==> src/rtl/cp0_exception_ctrl.sv <==
// CP0 exception controller: SR/Cause/EPC/PRId registers, interrupt request
// generation and exception/eret sequencing for a MIPS-style pipeline.
module cp0_exception_ctrl #(
  parameter int unsigned HW_INT_COUNT = 6,
  parameter logic [31:0] SR_RESET     = 32'h0000_FC01,
  parameter logic [31:0] PRID_VALUE   = 32'h9340_A215
) (
  input  logic                    clk,
  input  logic                    reset,
  input  logic [4:0]              read_address,
  output logic [31:0]             read_data,
  input  logic                    write_enable,
  input  logic [4:0]              write_address,
  input  logic [31:0]             write_data,
  input  logic [HW_INT_COUNT-1:0] hw_int,
  input  logic                    exc_valid,
  input  logic [4:0]              exc_code,
  input  logic [31:0]             exc_pc,
  input  logic                    exc_bd,
  input  logic                    eret,
  output logic                    int_req,
  output logic                    exc_taken,
  output logic [31:0]             sr_out,
  output logic [31:0]             cause_out,
  output logic [31:0]             epc_out
);

  localparam int unsigned IM_LO = 10;
  localparam int unsigned IM_HI = 9 + HW_INT_COUNT;

  localparam logic [4:0] ADDR_SR    = 5'd12;
  localparam logic [4:0] ADDR_CAUSE = 5'd13;
  localparam logic [4:0] ADDR_EPC   = 5'd14;
  localparam logic [4:0] ADDR_PRID  = 5'd15;

  logic [HW_INT_COUNT-1:0] im_q, im_d;
  logic [HW_INT_COUNT-1:0] ip_q, ip_d;
  logic                    exl_q, exl_d;
  logic                    ie_q, ie_d;
  logic                    bd_q, bd_d;
  logic [4:0]              exc_code_q, exc_code_d;
  logic [31:0]             epc_q, epc_d;

  logic [31:0] sr_s;
  logic [31:0] cause_s;
  logic        int_req_s;
  logic        exc_taken_s;

  // Assemble architectural SR/Cause views; unimplemented bits read as zero.
  always_comb begin
    sr_s                = 32'h0000_0000;
    sr_s[IM_HI:IM_LO]   = im_q;
    sr_s[1]             = exl_q;
    sr_s[0]             = ie_q;
    cause_s             = 32'h0000_0000;
    cause_s[31]         = bd_q;
    cause_s[IM_HI:IM_LO] = ip_q;
    cause_s[6:2]        = exc_code_q;
  end

  // Interrupt request and exception acceptance; both forced low while in reset.
  always_comb begin
    int_req_s   = reset & (|(ip_q & im_q)) & ie_q & ~exl_q;
    exc_taken_s = reset & (int_req_s | (exc_valid & ~exl_q));
  end

  // Next-state: mtc0 lowest priority, then eret, then exception entry.
  always_comb begin
    im_d       = im_q;
    ie_d       = ie_q;
    exl_d      = exl_q;
    bd_d       = bd_q;
    exc_code_d = exc_code_q;
    epc_d      = epc_q;
    ip_d       = hw_int;

    if (write_enable) begin
      case (write_address)
        ADDR_SR: begin
          im_d  = write_data[IM_HI:IM_LO];
          exl_d = write_data[1];
          ie_d  = write_data[0];
        end
        ADDR_EPC: epc_d = write_data & 32'hFFFF_FFFC;
        default:  epc_d = epc_q;
      endcase
    end else begin
      epc_d = epc_q;
    end

    exl_d = eret ? 1'b0 : exl_d;

    if (exc_taken_s) begin
      exl_d      = 1'b1;
      bd_d       = exc_bd;
      epc_d      = (exc_pc & 32'hFFFF_FFFC) - (exc_bd ? 32'd4 : 32'd0);
      exc_code_d = int_req_s ? 5'd0 : exc_code;
    end else begin
      bd_d = bd_q;
    end
  end

  // State registers with asynchronous active-low reset.
  always_ff @(posedge clk or negedge reset) begin
    if (!reset) begin
      im_q       <= SR_RESET[IM_HI:IM_LO];
      exl_q      <= SR_RESET[1];
      ie_q       <= SR_RESET[0];
      ip_q       <= '0;
      bd_q       <= 1'b0;
      exc_code_q <= 5'd0;
      epc_q      <= 32'h0000_0000;
    end else begin
      im_q       <= im_d;
      exl_q      <= exl_d;
      ie_q       <= ie_d;
      ip_q       <= ip_d;
      bd_q       <= bd_d;
      exc_code_q <= exc_code_d;
      epc_q      <= epc_d;
    end
  end

  // mfc0 read mux, combinational from current state (no write bypass).
  always_comb begin
    case (read_address)
      ADDR_SR:    read_data = sr_s;
      ADDR_CAUSE: read_data = cause_s;
      ADDR_EPC:   read_data = epc_q;
      ADDR_PRID:  read_data = PRID_VALUE;
      default:    read_data = 32'h0000_0000;
    endcase
  end

  assign int_req   = int_req_s;
  assign exc_taken = exc_taken_s;
  assign sr_out    = sr_s;
  assign cause_out = cause_s;
  assign epc_out   = epc_q;

endmodule

==> config.mk <==
export PLATFORM = sky130hd
export DESIGN_NAME = cp0_exception_ctrl
export DESIGN_NICKNAME = d
export VERILOG_FILES = /design/src/rtl/cp0_exception_ctrl.sv
export SDC_FILE = /design/constraint.sdc
export NUM_CORES = 1
export LEC_CHECK = 0
export BUFFER_PORTS_ARGS = -buffer_cell sky130_fd_sc_hd__buf_2
export CORE_MARGIN = 2
export CORE_UTILIZATION = 35
export CTS_CLUSTER_SIZE = 40
export DETAILED_ROUTE_END_ITERATION = 6
export PLACE_DENSITY = 0.7
export SKIP_LAST_GASP = 1
export SLEW_MARGIN = 10
export SYNTH_ARGS = -nofsm -noshare
export SYNTH_HDL_FRONTEND = slang
export SYNTH_SLANG_ARGS = --single-unit
==> constraint.sdc <==
create_clock -name clk -period 2.3 [get_ports clk]
set_input_delay 0.23 -clock clk [delete_from_list [all_inputs] [get_ports clk]]
set_output_delay 0.23 -clock clk [all_outputs]
set_load 0.005 [all_outputs]
==> flow_summary_export.csv, run 1 <==
group,metric,value,unit
yosys,yosys.cell_types.count,45,
yosys,count_of_flip_flops_with_a_built_in_enable_after_synthesis,0,
floorplan,placement_rows,37,
yosys,netlist.top_cell.by_area,"dfrtp_1",
yosys,postSynth.topFlopCell,"dfrtp_1",
placement,cell_area_placed,0.00451,mm^2
yosys,synthMostInstantiatedCell,"mux2i_1",
yosys,yosys.area_share.simple,19.7,%
timing,timing.final.setup_violations,0,
routing,drt-vias-per-instance,4.74,
run,maxCapViolCount,0,
grt,global_route.usage.total,17.9,%
timing,post-route-period-util,88.2,%
pwr,power_density,584,mW/mm^2
pwr,leakagePower,2.60,nW
pwr,irDropWorstVdd,256,uV
routing,firstDrtPassIters,4,
cts,clock_path_buffers,2,
routing,routed_wl,10.4,mm
floorplan,die_area,0.0112,mm^2
yosys,syn_area_per_cell,9.74,um^2
grt,grt_max_degree,51,
yosys,synth_top_cells_by_area,"dfrtp_1 30%, mux2i_1 16%, buf_4 10%, dfstp_2 5.1%, nor2_1 4.3%",
routing,wl_per_cell,15.3,um
yosys,adder_and_majority_gate_portion_of_the_synthesized_area,0.692,%
cts,clk_pin_slew,100,ps
cts,post_cts_buffers,0,
placement,dp_hpwl,8.35,mm
cts,clockRootBuffer,"clkbuf_8",
routing,drt_drc_violations_left,0,
yosys,synth-warning-count,0,
cells_and_area,fin_nets,637,
grt,first_global_vias,3092,
cells_and_area,layout-drive-gt1-share,41.1,%
yosys,synth-seq-area-share,34.9,%
timing,timing.fmax,0.493,GHz
cts,cts_sinks,50,
cts,ctsResizeCount,0,
run_status,run_status,"finished, final reports clean",
grt,overflow,0,
timing,rsz_0062_raised_after_global_routing,"false",
pwr,total_power,2.69,mW
timing,worst_skew,9.05,ps
placement,globalplace.congestion,0.824,
timing,whs,20.7,ps
floorplan,initial_utilization,35.5,%
cells_and_area,syn_to_final_growth,27.6,%
worst_setup_path,crit_type,"input port to register",
grt,antenna_found_initial,0,
timing,final_max_slew_viol_count,0,
timing,worst_slew_pin_slew,688,ps
yosys,postSynth.asyncResetShare,100,%
yosys,synth_mux_area_share,18.0,%
floorplan,top_level_i_o_count,221,
cts,cts_tree,"yes",
yosys,postSynthRegisterBits,50,
cts,hold_buffer_count_at_cts,0,
yosys,ys_top_cells_by_count,"56 x mux2i_1, 49 x buf_4, 43 x dfrtp_1",
worst_setup_path,cp_data_arrival_time,2210,ps
worst_setup_path,worst-endpoint-required,2480,ps
floorplan,die_h,106,um
yosys,synth_top_family_by_area,"simple AND/OR/NAND/NOR gates",
routing,first_iter_violations,120,
yosys,synth_compound_area_share,7.62,%
worst_setup_path,setup.worst_path.end_class,"register",
timing,final.min_clock_period,2030,ps
worst_setup_path,critical_path.startpoint_type,"input port",
cts,insertion_delay,300,ps
worst_setup_path,crit_fanout,5,
cells_and_area,count_of_antenna_diodes_in_the_layout,0,
cts,clock_buffers_created_by_tritoncts,5,
floorplan,die-width,106,um
cells_and_area,finalInstanceArea,0.00461,mm^2
timing,hold_violations,0,
floorplan,core_area,0.0102,mm^2
routing,antenna_violating_nets_post_route,0,
yosys,synth_cells,371,
worst_hold_path,worstHoldPathType,"input port to register",
cts,h-tree-depth,2,
cells_and_area,postLayoutCoreUtil,45.3,%
routing,vias,3229,
grt,grt_first_pass_wirelength,15.8,mm
placement,port_buffers,172,
timing,worst_slew_margin_rel,54.1,%
yosys,synthDominantCellAreaShare,29.8,%
yosys,synth.cell_area,0.00361,mm^2
yosys,synth-xor-area-share,5.82,%
==> metrics by stage <==
step,worst slack [ps],cells,setup TNS (ps)
2_1_floorplan,127,416,0
3_3_place_gp,-8.78,672,-19.9
3_5_place_dp,-49.2,672,-147
4_1_cts,251,680,0
5_1_grt,144,681,0
6_report,272,681,0
==> routing by layer <==
metal	wire length, um	share of wire [%]	global-route usage [%]	up-vias
met2	5300	51	32.8	141
li1	-	-	-	1544
met4	238	2.3	4.42	0
met5	0	0	0	-
met3	639	6.1	2.91	19
met1	4230	41	21.7	1525
==> worst max-delay path, cell delays in order <==
cell	delay, ps
buf_2	100
inv_1	50
ha_1	210
ha_1	200
or3b_1	430
or2_1	320
buf_12	160
nor4b_4	270
xnor2_1	160
mux2i_1	90
==> cells in the final DEF (no fill, tap or decap), drive strengths merged, types with 3 or more instances in the layout <==
cell type,netlist,routed
a22oi,8,8
xnor2,16,16
and2,14,14
inv,4,4
buf,56,189
mux2,8,8
nor3,3,3
nor4,12,12
clkbuf,13,5
o21ai,6,6
or4,3,3
nor2b,5,5
nor2,41,41
xor2,8,8
mux2i,56,56
nand2,12,12
a22o,5,5
dfrtp,43,43
a21oi,16,16
dfstp,7,7
or3,8,8
conb,1,46
==> state kept, by name, indices dropped and copies added, names as in the netlist <==
register    count
im_q            6
epc_out        30
exl_q           1
bd_q            1
exc_code_q      5
ip_q            6
ie_q            1
==> layout make-up <==
class                   instances  area, um^2
fillers                      1056        5570
inverters                       4        15.0
clock inverters                 3        21.3
well taps                     136         170
flip-flops and latches         50        1260
multi-input cells             293        2060
clock buffers                   5        68.8
repair buffers                190        1010
==> power by group <==
group,internal (mW),total (mW),switching [mW]
clock,0.215,0.539,0.324
sequential,1.11,1.29,0.187
combinational,0.446,0.860,0.415
total,1.77,2.69,0.926
==> cell families (layout without fill, tap and decap cells) <==
group                    Yosys count  count (layout)
AND/OR/NAND/NOR                  114             114
buffers and inverters             73             202
multiplexers                      64              64
flip-flops                        50              50
AO/OA/AOI/OAI                     43              43
XOR/XNOR                          24              24
adder cells (fa/ha/maj)            2               2
other                              1              46
==> worst paths after layout <==
kind | startpoint | end | slack [ps] | cells after the start
max | exc_pc[2] | epc_out[24]$_DFFE_PN0P_ | 270 | 10
min | hw_int[2] | ip_q[2]$_DFF_PN0_ | 20 | 1
max reg2reg | ip_q[2]$_DFF_PN0_ | epc_out[10]$_DFFE_PN0P_ | 420 | 5
min reg2reg | exc_code_q[4]$_DFFE_PN0P_ | exc_code_q[4]$_DFFE_PN0P_ | 550 | 1
max in group asynchronous | reset | epc_out[28]$_DFFE_PN0P_ | 1740 | 2
min in group asynchronous | reset | ip_q[3]$_DFF_PN0_ | 90 | 2
(Power assumes the default switching activity.)
==> run 2, diff against run 1 <==
==> constraint.sdc (replaced) <==
create_clock -name clk -period 2.53 [get_ports clk]
set_input_delay 0.253 -clock clk [delete_from_list [all_inputs] [get_ports clk]]
set_output_delay 0.253 -clock clk [all_outputs]
set_load 0.005 [all_outputs]
==> run 2 against run 1 <==
- sequential share of layout area hardly changed
- wire length is 1.7% lower
- cell area is 0.14% lower
- clock-buffer cell count stayed put
- critical path depth stayed put
- non-clock buffer count is 7 lower
- utilization is 0.062 points lower
- clock skew is 1.2 ps higher
- combinational power is 8.8% lower
- via count hardly changed
- clock power is 8.2% higher
- flip-flop and latch count stayed put
==> flow_summary_export.csv, run 2 (synthesis results as in run 1) <==
group,metric,value,unit
floorplan,die_area,0.0112,mm^2
pwr,power_density,552,mW/mm^2
routing,first_iter_violations,163,
grt,grt_max_degree,51,
cells_and_area,multi_input_combinational_cell_area,0.00206,mm^2
worst_setup_path,cp.buffers_inverters,3,
timing,setup-tns-final,0,ps
grt,grt_first_pass_wirelength,16.2,mm
pwr,total_power,2.54,mW
cells_and_area,count_of_antenna_diodes_in_the_layout,0,
floorplan,die_h,106,um
timing,worst_slew_pin_slew,682,ps
cts,ctsResizeCount,0,
cells_and_area,layoutNonFillerInstCount,674,
cells_and_area,final_cell_mix,"172 x buf_2, 56 x mux2i_1, 46 x conb_1",
cts,clock_buffers_created_by_tritoncts,5,
worst_setup_path,reg2regPathDepth,6,
timing,whs,44.7,ps
floorplan,initial_utilization,35.5,%
placement,globalplace.congestion,0.821,
worst_setup_path,crit_type,"input port to register",
cts,hold_buffer_count_at_cts,0,
grt,antenna_found_initial,0,
routing,routed_wl,10.2,mm
timing,final.min_clock_period,2110,ps
floorplan,top_level_i_o_count,221,
placement,post-place-ws,65.5,ps
cells_and_area,final_common_cell,"buf_2",
worst_hold_path,worstHoldPathType,"input port to register",
cts,cts_tree,"yes",
cts,clock_path_buffers,2,
timing,post-route-period-util,83.5,%
routing,drt-vias-per-instance,4.79,
floorplan,core_area,0.0102,mm^2
grt,global_route.usage.total,18.2,%
worst_setup_path,timing.rr.end,"epc_out[5]$_DFFE_PN0P_",
worst_setup_path,critical_path.top_delay_family,"simple AND/OR/NAND/NOR gates",
worst_hold_path,hold_depth,1,
cts,cts_sinks,50,
worst_setup_path,worst-endpoint-required,2730,ps
cells_and_area,area.sequential,0.00126,mm^2
timing,worst_skew,10.3,ps
worst_hold_path,holdCritStartpoint,"hw_int[2]",
pwr,irDropWorstVdd,251,uV
routing,firstDrtPassIters,6,
run_status,run_status,"finished, final reports clean",
cts,h-tree-depth,2,
worst_setup_path,crit_slowest_cell,"or3b_1",
grt,first_global_vias,3180,
cts,insertion_delay,310,ps
placement,port_buffers,172,
placement,dp_hpwl,8.28,mm
timing,timing.final.setup_violations,0,
worst_setup_path,cp_data_arrival_time,2310,ps
timing,timing.fmax,0.473,GHz
timing,final_max_slew_viol_count,0,
worst_setup_path,crit_path_cell_trace,"buf_2 > inv_1 > ha_1 > ha_1 > or3b_1 > or2_1 > buf_12 > nor4b_4 > xnor2_1 > mux2i_1",
worst_setup_path,critical_path.startpoint_type,"input port",
worst_setup_path,setup.worst_path.end_class,"register",
routing,wl_per_cell,15.2,um
routing,antenna_violating_nets_post_route,0,
worst_setup_path,crit_fanout,5,
cts,clockRootBuffer,"clkbuf_8",
timing,rsz_0062_raised_after_global_routing,"false",
worst_hold_path,hold-path-endpoint,"ip_q[2]$_DFF_PN0_",
cells_and_area,flip_flop_count_of_the_largest_register_all_copies_and_words_added,30,
cells_and_area,layout.filler_cells,1020,
pwr,leakagePower,2.59,nW
floorplan,die-width,106,um
worst_setup_path,ff2ff_setup_slack,580,ps
routing,vias,3230,
worst_setup_path,crit_path_max_incr_delay,470,ps
timing,timing.final.ws_setup,417,ps
placement,post-place-cells,666,
cells_and_area,syn_to_final_growth,27.4,%
grt,overflow,0,
cells_and_area,layout-drive-gt1-share,40.5,%
worst_setup_path,r2r_start,"ip_q[2]$_DFF_PN0_",
cells_and_area,fin_nets,630,
worst_setup_path,worst_path_most_repeated_cell,"ha_1",
run,maxCapViolCount,0,
timing,worst_slew_margin_rel,54.5,%
cts,clk_pin_slew,100,ps
timing,hold_violations,0,
floorplan,placement_rows,37,
routing,drt_drc_violations_left,0,
cts,post_cts_buffers,0,
==> run 2: report_power, final <==
part / switching (mW) / internal [mW]
registers: 0.170 / 1.01
logic: 0.376 / 0.408
clock network: 0.288 / 0.295
total: 0.834 / 1.71
==> run 2: worst max path at each step <==
| stage | startpoint | end | slack [ps] | cells past startpoint |
|---|---|---|---|---|
| 6_report | exc_pc[2] | epc_out[24]$_DFFE_PN0P_ | 420 | 10 |
| 4_1_cts | exc_pc[2] | epc_out[24]$_DFFE_PN0P_ | 380 | 10 |
| 5_1_grt | ip_q[2]$_DFF_PN0_ | exc_taken | 290 | 5 |
| 3_3_place_gp | exc_pc[2] | epc_out[22]$_DFFE_PN0P_ | 100 | 10 |
| 3_5_place_dp | exc_pc[2] | epc_out[24]$_DFFE_PN0P_ | 70 | 10 |
| 2_1_floorplan | exc_pc[2] | epc_out[12]$_DFFE_PN0P_ | 330 | 9 |
==> run 2: cell type report <==
class	count	share of cell area (%)
Clock buffer	5	1.49
Clock inverter	3	0.978
Inverter	4	0.326
Multi-Input combinational cell	293	44.8
Sequential cell	50	27.4
Tap cell	136	3.70
Timing Repair Buffer	183	21.3
==> run 2: through the flow <==
| step | area [um^2] | util (%) |
|---|---|---|
| CTS | 4600 | 45.2 |
| detailed placement | 4490 | 44.1 |
| global placement | 4490 | 44.1 |
| global route | 4600 | 45.2 |
| floorplan | 3780 | - |
| finish | 4600 | 45.2 |
==> run 2: worst register-to-register path: cells and delay by family (launching register included) <==
family / cells / cell delay (ps)
buf+inv: 1 / 340
flops: 1 / 400
simple gates: 1 / 220
compound gates: 4 / 890
==> run 2: metal layers <==
| layer | global-route usage (%) | routed length, um |
|---|---|---|
| met4 | 3.67 | 91 |
| met5 | 0 | 0 |
| met2 | 34.3 | 5400 |
| met3 | 3.28 | 606 |
| met1 | 21.6 | 4130 |
